===== src/rtl/approx_error_monitor.sv =====
// Error-statistics monitor for the approximate multiplier: accepts exact/approx
// product pairs over a programmed run and accumulates count, errored count,
// saturating |error| sum and maximum |error|. Two-stage pipeline (diff, stats).
module approx_error_monitor #(
    parameter int N     = 8,
    parameter int CNT_W = 16,
    parameter int ACC_W = 32
) (
    input  logic             clk,
    input  logic             rst_n,
    input  logic             start,
    input  logic [CNT_W-1:0] sample_target,
    input  logic             in_valid,
    output logic             in_ready,
    input  logic [2*N-1:0]   exact_prod,
    input  logic [2*N-1:0]   approx_prod,
    output logic             busy,
    output logic             done,
    output logic [CNT_W-1:0] sample_count,
    output logic [CNT_W-1:0] err_count,
    output logic [ACC_W-1:0] err_sum,
    output logic [2*N-1:0]   err_max
);

    typedef enum logic [1:0] {
        IDLE = 2'd0,
        RUN  = 2'd1,
        DONE = 2'd2
    } state_t;

    state_t           state, state_next;
    logic             done_next;
    logic             clear;
    logic             accept;
    logic [CNT_W-1:0] target;
    logic [CNT_W-1:0] acc_cnt;

    logic             s1_valid;
    logic [2*N-1:0]   s1_diff;
    logic [2*N-1:0]   diff;
    logic [ACC_W:0]   sum_ext;

    assign in_ready = (state == RUN) && (acc_cnt < target);
    assign busy     = (state == RUN);
    assign accept   = in_valid && in_ready;

    // Unsigned absolute difference: larger minus smaller, never negative.
    assign diff = (exact_prod >= approx_prod) ? (exact_prod - approx_prod)
                                              : (approx_prod - exact_prod);

    // One extra bit catches the carry that signals saturation.
    assign sum_ext = {1'b0, err_sum} + {{(ACC_W + 1 - 2*N){1'b0}}, s1_diff};

    // Next-state, run-start clear and done-pulse decode.
    always_comb begin
        state_next = state;
        done_next  = 1'b0;
        clear      = 1'b0;
        case (state)
            IDLE, DONE: begin
                if (start) begin
                    clear = 1'b1;
                    if (sample_target == '0) begin
                        state_next = DONE;
                        done_next  = 1'b1;
                    end else begin
                        state_next = RUN;
                    end
                end
            end
            RUN: begin
                if ((acc_cnt == target) && !s1_valid) begin
                    state_next = DONE;
                    done_next  = 1'b1;
                end
            end
            default: state_next = IDLE;
        endcase
    end

    // Control registers: state, latched target, accept counter, done pulse.
    always_ff @(posedge clk or negedge rst_n) begin
        if (!rst_n) begin
            state   <= IDLE;
            target  <= '0;
            acc_cnt <= '0;
            done    <= 1'b0;
        end else begin
            state <= state_next;
            done  <= done_next;
            if (clear) begin
                target  <= sample_target;
                acc_cnt <= '0;
            end else if (accept) begin
                acc_cnt <= acc_cnt + CNT_W'(1);
            end
        end
    end

    // Stage 1: register absolute difference of the accepted pair.
    always_ff @(posedge clk or negedge rst_n) begin
        if (!rst_n) begin
            s1_valid <= 1'b0;
            s1_diff  <= '0;
        end else begin
            s1_valid <= accept;
            if (accept) begin
                s1_diff <= diff;
            end
        end
    end

    // Stage 2: fold the registered difference into the run statistics.
    always_ff @(posedge clk or negedge rst_n) begin
        if (!rst_n) begin
            sample_count <= '0;
            err_count    <= '0;
            err_sum      <= '0;
            err_max      <= '0;
        end else if (clear) begin
            sample_count <= '0;
            err_count    <= '0;
            err_sum      <= '0;
            err_max      <= '0;
        end else if (s1_valid) begin
            sample_count <= sample_count + CNT_W'(1);
            if (s1_diff != '0) begin
                err_count <= err_count + CNT_W'(1);
            end
            err_sum <= sum_ext[ACC_W] ? '1 : sum_ext[ACC_W-1:0];
            if (s1_diff > err_max) begin
                err_max <= s1_diff;
            end
        end
    end

endmodule

===== config.mk =====
export PLATFORM = sky130hd
export DESIGN_NAME = approx_error_monitor
export DESIGN_NICKNAME = d
export VERILOG_FILES = /design/src/rtl/approx_error_monitor.sv
export SDC_FILE = /design/constraint.sdc
export NUM_CORES = 1
export LEC_CHECK = 0
export ABC_AREA = 1
export CORE_MARGIN = 2
export CORE_UTILIZATION = 31
export CTS_BUF_LIST = sky130_fd_sc_hd__clkbuf_8
export DETAILED_ROUTE_END_ITERATION = 8
export DONT_BUFFER_PORTS = 1
export PLACE_DENSITY_LB_ADDON = 0.2
export SYNTH_ARGS = -nofsm -noshare
export SYNTH_HDL_FRONTEND = slang
export SYNTH_SLANG_ARGS = --single-unit

===== constraint.sdc =====
create_clock -name clk -period 4 [get_ports clk]
set_clock_uncertainty 0.2 [all_clocks]
set_input_delay 1 -clock clk [delete_from_list [all_inputs] [get_ports clk]]
set_output_delay 1 -clock clk [all_outputs]
set_load 0.01 [all_outputs]

==> results of run 1 <==
[cell families (layout without fill, tap and decap cells)]
family,Yosys count,in the layout,share of synthesized area
and+or+nand+nor,915,915,0.370
xor gates and xnor gates,46,46,0.0380
adders and majority gates,85,85,0.103
buffers and inverters,272,270,0.103
AOI/OAI and AO/OA,140,140,0.0746
DFF,132,132,0.312
[repair_timing]
| item | CTS | global route |
|---|---|---|
| endpoints found under the setup margin | 0 | 0 |
| hold buffers | 1 | 2 |
| hold endpoints to repair | 37 | 48 |
[routing by layer]
layer  vias up  wire (microns)  track usage
li1       5016               -            -
met2       180           13100        0.274
met5         -               0            0
met3         8            2200       0.0577
met4         0             173       0.0243
met1      4435           14100        0.222
[stage by stage]
stage | std cells | utilization | hold WS [ns]
after floorplan | 1590 | - | 0.248
after global placement | 2001 | 0.327 | 0.270
after detailed placement | 2001 | 0.327 | 0.283
after CTS | 2034 | 0.339 | 0.00872
after global routing | 2036 | 0.340 | -0.00127
final | 2036 | 0.340 | 0.0520
[registers in the layout (all words and copies together) (netlist names)]
register and count:
err_sum 32, acc_cnt 16, s1_diff 16, state 2
done 1, s1_valid 1, err_max 16, target 16
err_count 16, sample_count 16
[layout make-up]
class                   instances  area, sq um
fillers                      3646        22200
multi-input cells            1186         6200
flip-flops and latches        132         3300
inverters                     228          857
well taps                     448          561
clock buffers                  18          248
clock inverters                14          160
repair buffers                 10          110
[worst min-delay path by stage]
| stage | from | to | slack [ns] |
|---|---|---|---|
| 2_1_floorplan | target[0]$_DFFE_PN0P_ | target[0]$_DFFE_PN0P_ | 0.25 |
| 3_3_place_gp | state[1]$_DFFE_PN0P_ | state[1]$_DFFE_PN0P_ | 0.27 |
| 5_1_grt | rst_n | acc_cnt[1]$_DFFE_PN0P_ | -0.001 |
| 3_5_place_dp | state[1]$_DFFE_PN0P_ | state[1]$_DFFE_PN0P_ | 0.28 |
| 6_report | rst_n | err_max[5]$_DFFE_PN0P_ | 0.05 |
| 4_1_cts | rst_n | target[5]$_DFFE_PN0P_ | 0.009 |
[power breakdown]
group / internal [mW] / leakage (nW) / total, mW / switching [mW]
logic: 0.980 / 4.18 / 2.82 / 1.84
clock network: 0.589 / 0.212 / 1.20 / 0.612
registers: 1.74 / 1.77 / 2.42 / 0.679
[cells in the final DEF, fill, tap and decap left out, types with 6 or more instances in the layout]
cell	Yosys	final
a21oi_1	57	57
inv_2	8	8
ha_1	82	82
o21bai_1	6	6
nor2_1	84	82
nand3_1	127	127
nand4_1	35	35
inv_1	219	219
nand2_1	588	588
nor2_2	5	6
dfrtp_1	132	132
nor4_1	10	10
nor3_1	30	30
o21ai_0	45	45
o21ai_1	12	12
nand2_2	10	10
buf_4	2	7
xor2_1	37	37
clkbuf_8	0	18
xnor2_1	9	9
inv_6	0	7
==> results.sh, run 1 <==
export IMPL_status="completed"
export IMPL_nNetsFinal=1712
export IMPL_die_y_microns=189
export IMPL_slowest_stage="dfrtp_1"
export IMPL_drv_cap=0
export IMPL_syn2layout_area_growth_pct=8.06
export IMPL_yosys_warnings=0
export IMPL_post_cts_repair_setup_buffers=0
export IMPL_cts_sinks=132
export IMPL_die_w_microns=189
export IMPL_crit_start="acc_cnt[13]$_DFFE_PN0P_"
export IMPL_ys_types=50
export IMPL_ctsResizeCount=0
export IMPL_cts_root_buf="clkbuf_8"
export IMPL_start_kind="flip-flop"
export IMPL_relSlewSlack=0.374
export IMPL_cp_end_kind="output pin"
export IMPL_design_area_sq_mm=0.0114
export IMPL_dp_slack_ns=0.988
export IMPL_fp_row_count=67
export IMPL_hold_class="input port to asynchronous set/reset pin"
export IMPL_die_area_sq_mm=0.0357
export IMPL_hold_viol=0
export IMPL_criticalPathCategory="flip-flop to output pin"
export IMPL_vdd_drop_max_mv=0.276
export IMPL_antenna_found_initial=0
export IMPL_core_area_sq_mm=0.0336
export IMPL_ys_ff_latch=132
export IMPL_synth_commonest_cells="588 x nand2_1, 219 x inv_1, 132 x dfrtp_1"
export IMPL_grt_pass1_vias=9404
export IMPL_io_buffers=0
export IMPL_rsz0062_at_grt="false"
export IMPL_clockBufferDepth=2
export IMPL_vias_per_cell=4.73
export IMPL_layout_worst_path_cycle_share=0.803
export IMPL_synth_edf_count=0
export IMPL_yosysTopAreaCell="dfrtp_1"
export IMPL_synth_most_common_cell="nand2_1"
export IMPL_crit_top_cell="nand2_1"
export IMPL_yosysTopAreaCellShare=0.312
export IMPL_numCtsBuffers=17
export IMPL_ys_async_sr_fraction=1.00
export IMPL_grt_use_total=0.169
export IMPL_vias=9639
export IMPL_timing_final_max_slew_violations=0
export IMPL_clk_pin_slew_ns=0.09
export IMPL_r2r_slack_ns=1.11
export IMPL_setup_violations_final=0
export IMPL_dr_pass1_iters=5
export IMPL_synthCells=1590
export IMPL_min_period_ns=3.21
export IMPL_wl_per_cell_microns=14.5
export IMPL_powerDensity_mw_per_mm2=563
export IMPL_cp_max_fo=5
export IMPL_clkLatencyLatePin_ns=0.45
export IMPL_syn_area_sq_mm=0.0106
export IMPL_rr_worst_depth=8
export IMPL_critPathArrivalTime_ns=2.01
export IMPL_critical_path_depth=6
export IMPL_crit_family="simple AND/OR/NAND/NOR gates"
export IMPL_start_util=0.315
export IMPL_fin_tns_setup_ns=0
export IMPL_grt_pass1_wl_microns=48600
export IMPL_drt_initial_drc_count=493
export IMPL_ant_nets=0
export IMPL_grt_max_degree=97
export IMPL_leakagePower_nw=6.16
export IMPL_drive_above_1_share=0.0573
export IMPL_path_buf_inv=1
export IMPL_gp_congestion=0.868
export IMPL_cts_tree="built"
export IMPL_r2r_end="err_max[2]$_DFFE_PN0P_"
export IMPL_tightest_slew_ns=0.937
export IMPL_placed_area_sq_mm=0.0110
export IMPL_endpoint="in_ready"
export IMPL_ys_seq_area_frac=0.312
export IMPL_globalRoute_totalOverflow=0
export IMPL_htreeDepth=4
export IMPL_synth_nets=1727
export IMPL_synth_flop_cell="dfrtp_1"
export IMPL_drc=0
export IMPL_routed_wl_microns=29600
export IMPL_synth_area_top_cells="dfrtp_1 31%, nand2_1 21%, ha_1 9.7%, inv_1 7.8%, nand3_1 6.0%"
export IMPL_ioPinCount=135
export IMPL_power_total_mw=6.44
export IMPL_worstPathRequired_ns=2.80
export IMPL_avgSynthCellArea_sq_um=6.66
export IMPL_dp_hpwl_microns=22500
export IMPL_fmax_ghz=0.311
export IMPL_worstPathCellList="ha_1, nand4_1, nor3_1, nand2_1, nand2_1, inv_1"
export IMPL_slowest_delay_ns=0.45
export IMPL_r2r_start="s1_diff[15]$_DFFE_PN0P_"
export IMPL_worst_slack_ns=0.787
export IMPL_diodes=0
Note: power is estimated with default switching activity, not from simulation.
==> inputs of run 2 (changes only) <==
==> constraint.sdc (replaced) <==
create_clock -name clk -period 3.1 [get_ports clk]
set_clock_uncertainty 0.2 [all_clocks]
set_input_delay 0.775 -clock clk [delete_from_list [all_inputs] [get_ports clk]]
set_output_delay 0.775 -clock clk [all_outputs]
set_load 0.01 [all_outputs]
==> run 2 against run 1 <==
Effect of this change: the flow now finishes with violations (negative hold slack); critical path type unchanged; hold slack got worse by 0.25 ns; design area decreased by 0.51%; utilization decreased by 0.17 points; clock-buffer cell count increased by 2; first-iteration DRC count is 6.7% higher; cell count barely moved; non-clock buffer count is 1 higher; die area is the same; clock power is 18% higher; sequential share of layout area grew 0.15 points; critical path depth rose by 2.
==> results.sh, run 2 (same netlist as run 1, synthesis figures left out) <==
export IMPL_status="finished with violations"
export IMPL_violations="negative hold slack"
export IMPL_die_w_microns=189
export IMPL_powerDensity_mw_per_mm2=720
export IMPL_timing_final_max_slew_violations=0
export IMPL_dr_pass1_iters=6
export IMPL_cp_max_fo=6
export IMPL_cp_end_kind="output pin"
export IMPL_leakagePower_nw=6.13
export IMPL_clkLatencyLatePin_ns=0.45
export IMPL_setup_violations_final=0
export IMPL_fp_row_count=67
export IMPL_rr_worst_depth=12
export IMPL_vias_per_cell=4.75
export IMPL_critPathArrivalTime_ns=1.92
export IMPL_rsz0062_at_grt="false"
export IMPL_start_util=0.315
export IMPL_grt_pass1_vias=9413
export IMPL_regMostFlops="err_sum"
export IMPL_utilization=0.339
export IMPL_whs_ns=-0.199
export IMPL_routed_wl_microns=29300
export IMPL_fill_cells=3649
export IMPL_cts_tree="built"
export IMPL_grt_use_total=0.171
export IMPL_diodes=0
export IMPL_drive_above_1_share=0.0585
export IMPL_htreeDepth=4
export IMPL_layout_worst_path_cycle_share=0.935
export IMPL_post_cts_repair_setup_buffers=0
export IMPL_min_period_ns=2.90
export IMPL_drc=0
export IMPL_grt_pass1_wl_microns=49300
export IMPL_core_area_sq_mm=0.0336
export IMPL_die_y_microns=189
export IMPL_die_area_sq_mm=0.0357
export IMPL_ioPinCount=135
export IMPL_hold_class="input port to asynchronous set/reset pin"
export IMPL_io_buffers=0
export IMPL_syn2layout_area_growth_pct=7.50
export IMPL_start_kind="flip-flop"
export IMPL_r2r_start="err_sum[0]$_DFFE_PN0P_"
export IMPL_ant_nets=0
export IMPL_power_total_mw=8.19
export IMPL_cts_sinks=132
export IMPL_antenna_found_initial=0
export IMPL_layout_common_cells="588 x nand2_1, 220 x inv_1, 132 x dfrtp_1"
export IMPL_grt_max_degree=133
export IMPL_hold_viol=132
export IMPL_vdd_drop_max_mv=0.395
export IMPL_worst_slack_ns=0.202
export IMPL_globalRoute_totalOverflow=0
export IMPL_worstPathRequired_ns=2.12
export IMPL_clk_pin_slew_ns=0.10
export IMPL_largest_reg_flops=32
export IMPL_r2r_end="err_sum[3]$_DFFE_PN0P_"
export IMPL_drt_initial_drc_count=526
export IMPL_dp_hpwl_microns=22400
export IMPL_numCtsBuffers=17
export IMPL_final_common_cell="nand2_1"
export IMPL_fmax_ghz=0.345
export IMPL_dp_slack_ns=0.310
export IMPL_vias=9669
export IMPL_nNetsFinal=1713
export IMPL_criticalPathCategory="flip-flop to output pin"
export IMPL_tightest_slew_ns=0.748
export IMPL_wl_per_cell_microns=14.4
export IMPL_relSlewSlack=0.501
export IMPL_gp_congestion=0.852
export IMPL_r2r_slack_ns=0.48
export IMPL_cts_root_buf="clkbuf_8"
export IMPL_drv_cap=0
export IMPL_fin_tns_setup_ns=0
export IMPL_clockBufferDepth=2
run 2: changes by cell type in the layout (fill, tap and decap cells not counted), sizes merged:
cell	previous run	this run
bufinv	2	0
inv	235	233
clkinvlp	0	2
dlygate4sd3	1	0
clkbuf	18	20
buf	9	11
run 2: critical path, stage by stage (launching register included):
cell and delay (ns):
dfrtp_1 0.46, ha_1 0.33, nand2_1 0.08, o21ai_0 0.17
nand2_1 0.08, o211ai_1 0.09, inv_1 0.07, nand2_1 0.10
inv_1 0.08
run 2: how the worst max path moves through the flow:
stage	endpoint	slack [ns]	start
2_1_floorplan	s1_diff[1]$_DFFE_PN0P_	0.54	exact_prod[0]
3_3_place_gp	s1_diff[13]$_DFFE_PN0P_	0.30	exact_prod[9]
3_5_place_dp	s1_diff[7]$_DFFE_PN0P_	0.31	exact_prod[11]
4_1_cts	in_ready	0.06	acc_cnt[12]$_DFFE_PN0P_
5_1_grt	in_ready	0.03	acc_cnt[11]$_DFFE_PN0P_
6_report	in_ready	0.20	acc_cnt[11]$_DFFE_PN0P_
run 2: cell type report:
class / count / area [sq um] / area share
Multi-Input combinational cell: 1186 / 6210 / 0.545
Clock buffer: 20 / 275 / 0.0242
Inverter: 228 / 857 / 0.0753
Tap cell: 448 / 561 / 0.0492
Sequential cell: 132 / 3300 / 0.290
Timing Repair Buffer: 11 / 82.6 / 0.00725
Clock inverter: 12 / 96.3 / 0.00846
run 2: timing repair:
item / 4_1_cts / 5_1_grt
hold endpoints to repair: 132 / 132
resized for setup: 0 / 2
endpoints found under the setup margin: 0 / 1
run 2: per-layer routing:
layer / track usage / vias up / part of all wire
met3: 0.0477 / 16 / 0.068
met4: 0.0364 / 0 / 0.0096
met2: 0.275 / 182 / 0.44
met1: 0.228 / 4440 / 0.48
met5: 0 / - / 0
li1: - / 5031 / -
run 2: per-stage QoR:
| stage | cell area, sq um | instances | hold slack (ns) |
|---|---|---|---|
| after floorplan | 10600 | 1590 | 0.248 |
| after global placement | 11000 | 2005 | 0.267 |
| after detailed placement | 11000 | 2005 | 0.273 |
| after CTS | 11400 | 2037 | -0.234 |
| after global routing | 11400 | 2037 | -0.247 |
| final | 11400 | 2037 | -0.199 |
run 2: power breakdown:
group          switching (mW)  total (mW)  internal [mW]
logic                    2.37        3.66           1.29
clock network           0.783        1.42          0.632
registers               0.874        3.12           2.24
total                    4.03        8.19           4.17
==> inputs of run 3 (changes only) <==
--- a/config.mk
+++ b/config.mk
@@ -12,6 +12,7 @@
 export DETAILED_ROUTE_END_ITERATION = 8
 export DONT_BUFFER_PORTS = 1
 export PLACE_DENSITY_LB_ADDON = 0.2
+export REMOVE_ABC_BUFFERS = 1
 export SYNTH_ARGS = -nofsm -noshare
 export SYNTH_HDL_FRONTEND = slang
 export SYNTH_SLANG_ARGS = --single-unit
==> constraint.sdc (replaced) <==
create_clock -name clk -period 3.44 [get_ports clk]
set_clock_uncertainty 0.2 [all_clocks]
set_input_delay 0.86 -clock clk [delete_from_list [all_inputs] [get_ports clk]]
set_output_delay 0.86 -clock clk [all_outputs]
set_load 0.01 [all_outputs]
==> run 3 against run 2 <==
Effect of this change: the run still ends with negative hold slack left; first-iteration DRC count is 1.9% higher; largest cell class unchanged; total power is 6.2% lower; worst setup slack better by 0.21 ns; global-route usage is 0.089 points higher; largest power group unchanged.
==> results.sh, run 3 (same netlist as run 1, synthesis figures left out) <==
export IMPL_status="finished with violations"
export IMPL_violations="negative hold slack"
export IMPL_fmax_ghz=0.330
export IMPL_r2r_slack_ns=0.65
export IMPL_combPwrFrac=0.431
export IMPL_ioPinCount=135
export IMPL_swShare=0.472
export IMPL_drt_initial_drc_count=536
export IMPL_vdd_drop_max_mv=0.276
export IMPL_leakagePower_nw=6.15
export IMPL_critPathArrivalTime_ns=1.97
export IMPL_die_y_microns=189
export IMPL_cts_tree="built"
export IMPL_post_cts_repair_setup_buffers=0
export IMPL_grt_pass1_wl_microns=49100
export IMPL_ant_nets=0
export IMPL_drv_cap=0
export IMPL_wl_per_cell_microns=14.6
export IMPL_hold_class="input port to asynchronous set/reset pin"
export IMPL_io_buffers=0
export IMPL_syn2layout_area_growth_pct=8.18
export IMPL_gp_congestion=0.875
export IMPL_regMostFlops="err_sum"
export IMPL_start_kind="flip-flop"
export IMPL_routed_wl_microns=29800
export IMPL_layout_worst_path_cycle_share=0.880
export IMPL_nNetsFinal=1711
export IMPL_core_area_sq_mm=0.0336
export IMPL_ctsResizeCount=0
export IMPL_layout_common_cells="588 x nand2_1, 220 x inv_1, 132 x dfrtp_1"
export IMPL_powerDensity_mw_per_mm2=671
export IMPL_power_switching_mw=3.63
export IMPL_drc=0
export IMPL_min_period_ns=3.03
export IMPL_relSlewSlack=0.369
export IMPL_setup_violations_final=0
export IMPL_power_internal_mw=4.06
export IMPL_power_total_mw=7.69
export IMPL_power_clock_fraction=0.202
export IMPL_rr_worst_depth=7
export IMPL_timing_final_max_slew_violations=0
export IMPL_whs_ns=-0.113
export IMPL_worstPathRequired_ns=2.38
export IMPL_r2r_start="s1_diff[15]$_DFFE_PN0P_"
export IMPL_cp_end_kind="output pin"
export IMPL_globalRoute_totalOverflow=0
export IMPL_grt_pass1_vias=9312
export IMPL_grt_max_degree=133
export IMPL_largest_reg_flops=32
export IMPL_die_w_microns=189
export IMPL_die_area_sq_mm=0.0357
export IMPL_clkLatencyLatePin_ns=0.46
export IMPL_hold_viol=132
export IMPL_clk_pin_slew_ns=0.08
export IMPL_antenna_found_initial=0
export IMPL_vias_per_cell=4.69
export IMPL_worst_slack_ns=0.414
export IMPL_dp_slack_ns=0.455
export IMPL_vias=9540
export IMPL_final_common_cell="nand2_1"
export IMPL_clockBufferDepth=2
export IMPL_diodes=0
export IMPL_tightest_slew_ns=0.944
export IMPL_cp_max_fo=6
export IMPL_start_util=0.315
export IMPL_rsz0062_at_grt="false"
export IMPL_cts_root_buf="clkbuf_8"
export IMPL_numCtsBuffers=17
export IMPL_drive_above_1_share=0.0567
export IMPL_p_seq_frac=0.367
export IMPL_dp_hpwl_microns=22600
export IMPL_grt_use_total=0.172
export IMPL_cts_sinks=132
export IMPL_criticalPathCategory="flip-flop to output pin"
export IMPL_dr_pass1_iters=5
export IMPL_htreeDepth=4
export IMPL_r2r_end="err_max[2]$_DFFE_PN0P_"
export IMPL_fp_row_count=67
-- run 3: changes by cell type in the layout (fill, tap and decap cells not counted), sizes merged --
cell      change
bufinv        +5
inv           -5
clkinvlp      +3
buf           -2
clkbuf        -2
clkinv        -1
-- run 3: stage by stage --
step	util	setup TNS [ns]	cells	area, sq um
floorplan	-	-6.53	1546	10400
global placement	0.327	0	2003	11000
detailed placement	0.327	0	2003	11000
CTS	0.341	0	2035	11500
global route	0.341	0	2035	11500
finish	0.341	0	2035	11500
-- run 3: per-layer routing --
layer,part of all wire,GRT usage
met1,0.48,0.225
met2,0.45,0.278
met3,0.061,0.0460
met4,0.014,0.0451
met5,0,0
-- run 3: layout make-up --
type	count	area, sq um
fillers	3663	22200
multi-input cells	1186	6210
flip-flops and latches	132	3300
inverters	228	857
well taps	448	561
clock buffers	18	248
clock inverters	14	210
repair buffers	9	67.6
-- run 3: how the worst max path moves through the flow --
stage | from | to | slack [ns]
6_report | acc_cnt[11]$_DFFE_PN0P_ | in_ready | 0.41
2_1_floorplan | start | err_count[2]$_DFFE_PN0P_ | -0.47
5_1_grt | acc_cnt[11]$_DFFE_PN0P_ | in_ready | 0.28
3_5_place_dp | exact_prod[9] | s1_diff[10]$_DFFE_PN0P_ | 0.46
3_3_place_gp | exact_prod[9] | s1_diff[1]$_DFFE_PN0P_ | 0.49
4_1_cts | acc_cnt[11]$_DFFE_PN0P_ | in_ready | 0.39
-- run 3: worst max-delay path, cell delays in order (launching register included) --
cell	delay [ns]
dfrtp_1	0.47
ha_1	0.34
nand2_1	0.07
o21ai_0	0.18
nand2_1	0.08
o211ai_1	0.09
inv_1	0.09
nand2_1	0.11
inv_1	0.08
-- run 3: power groups by stage --
stage               registers [mW]  clock network [mW]  logic, mW
finish                        2.82                1.55       3.31
detailed placement            2.87                   0       3.32
CTS                           2.84                1.61       3.34
global route                  2.91                1.66       3.89
floorplan                     2.54                   0       2.51
global placement              2.86                   0       3.30
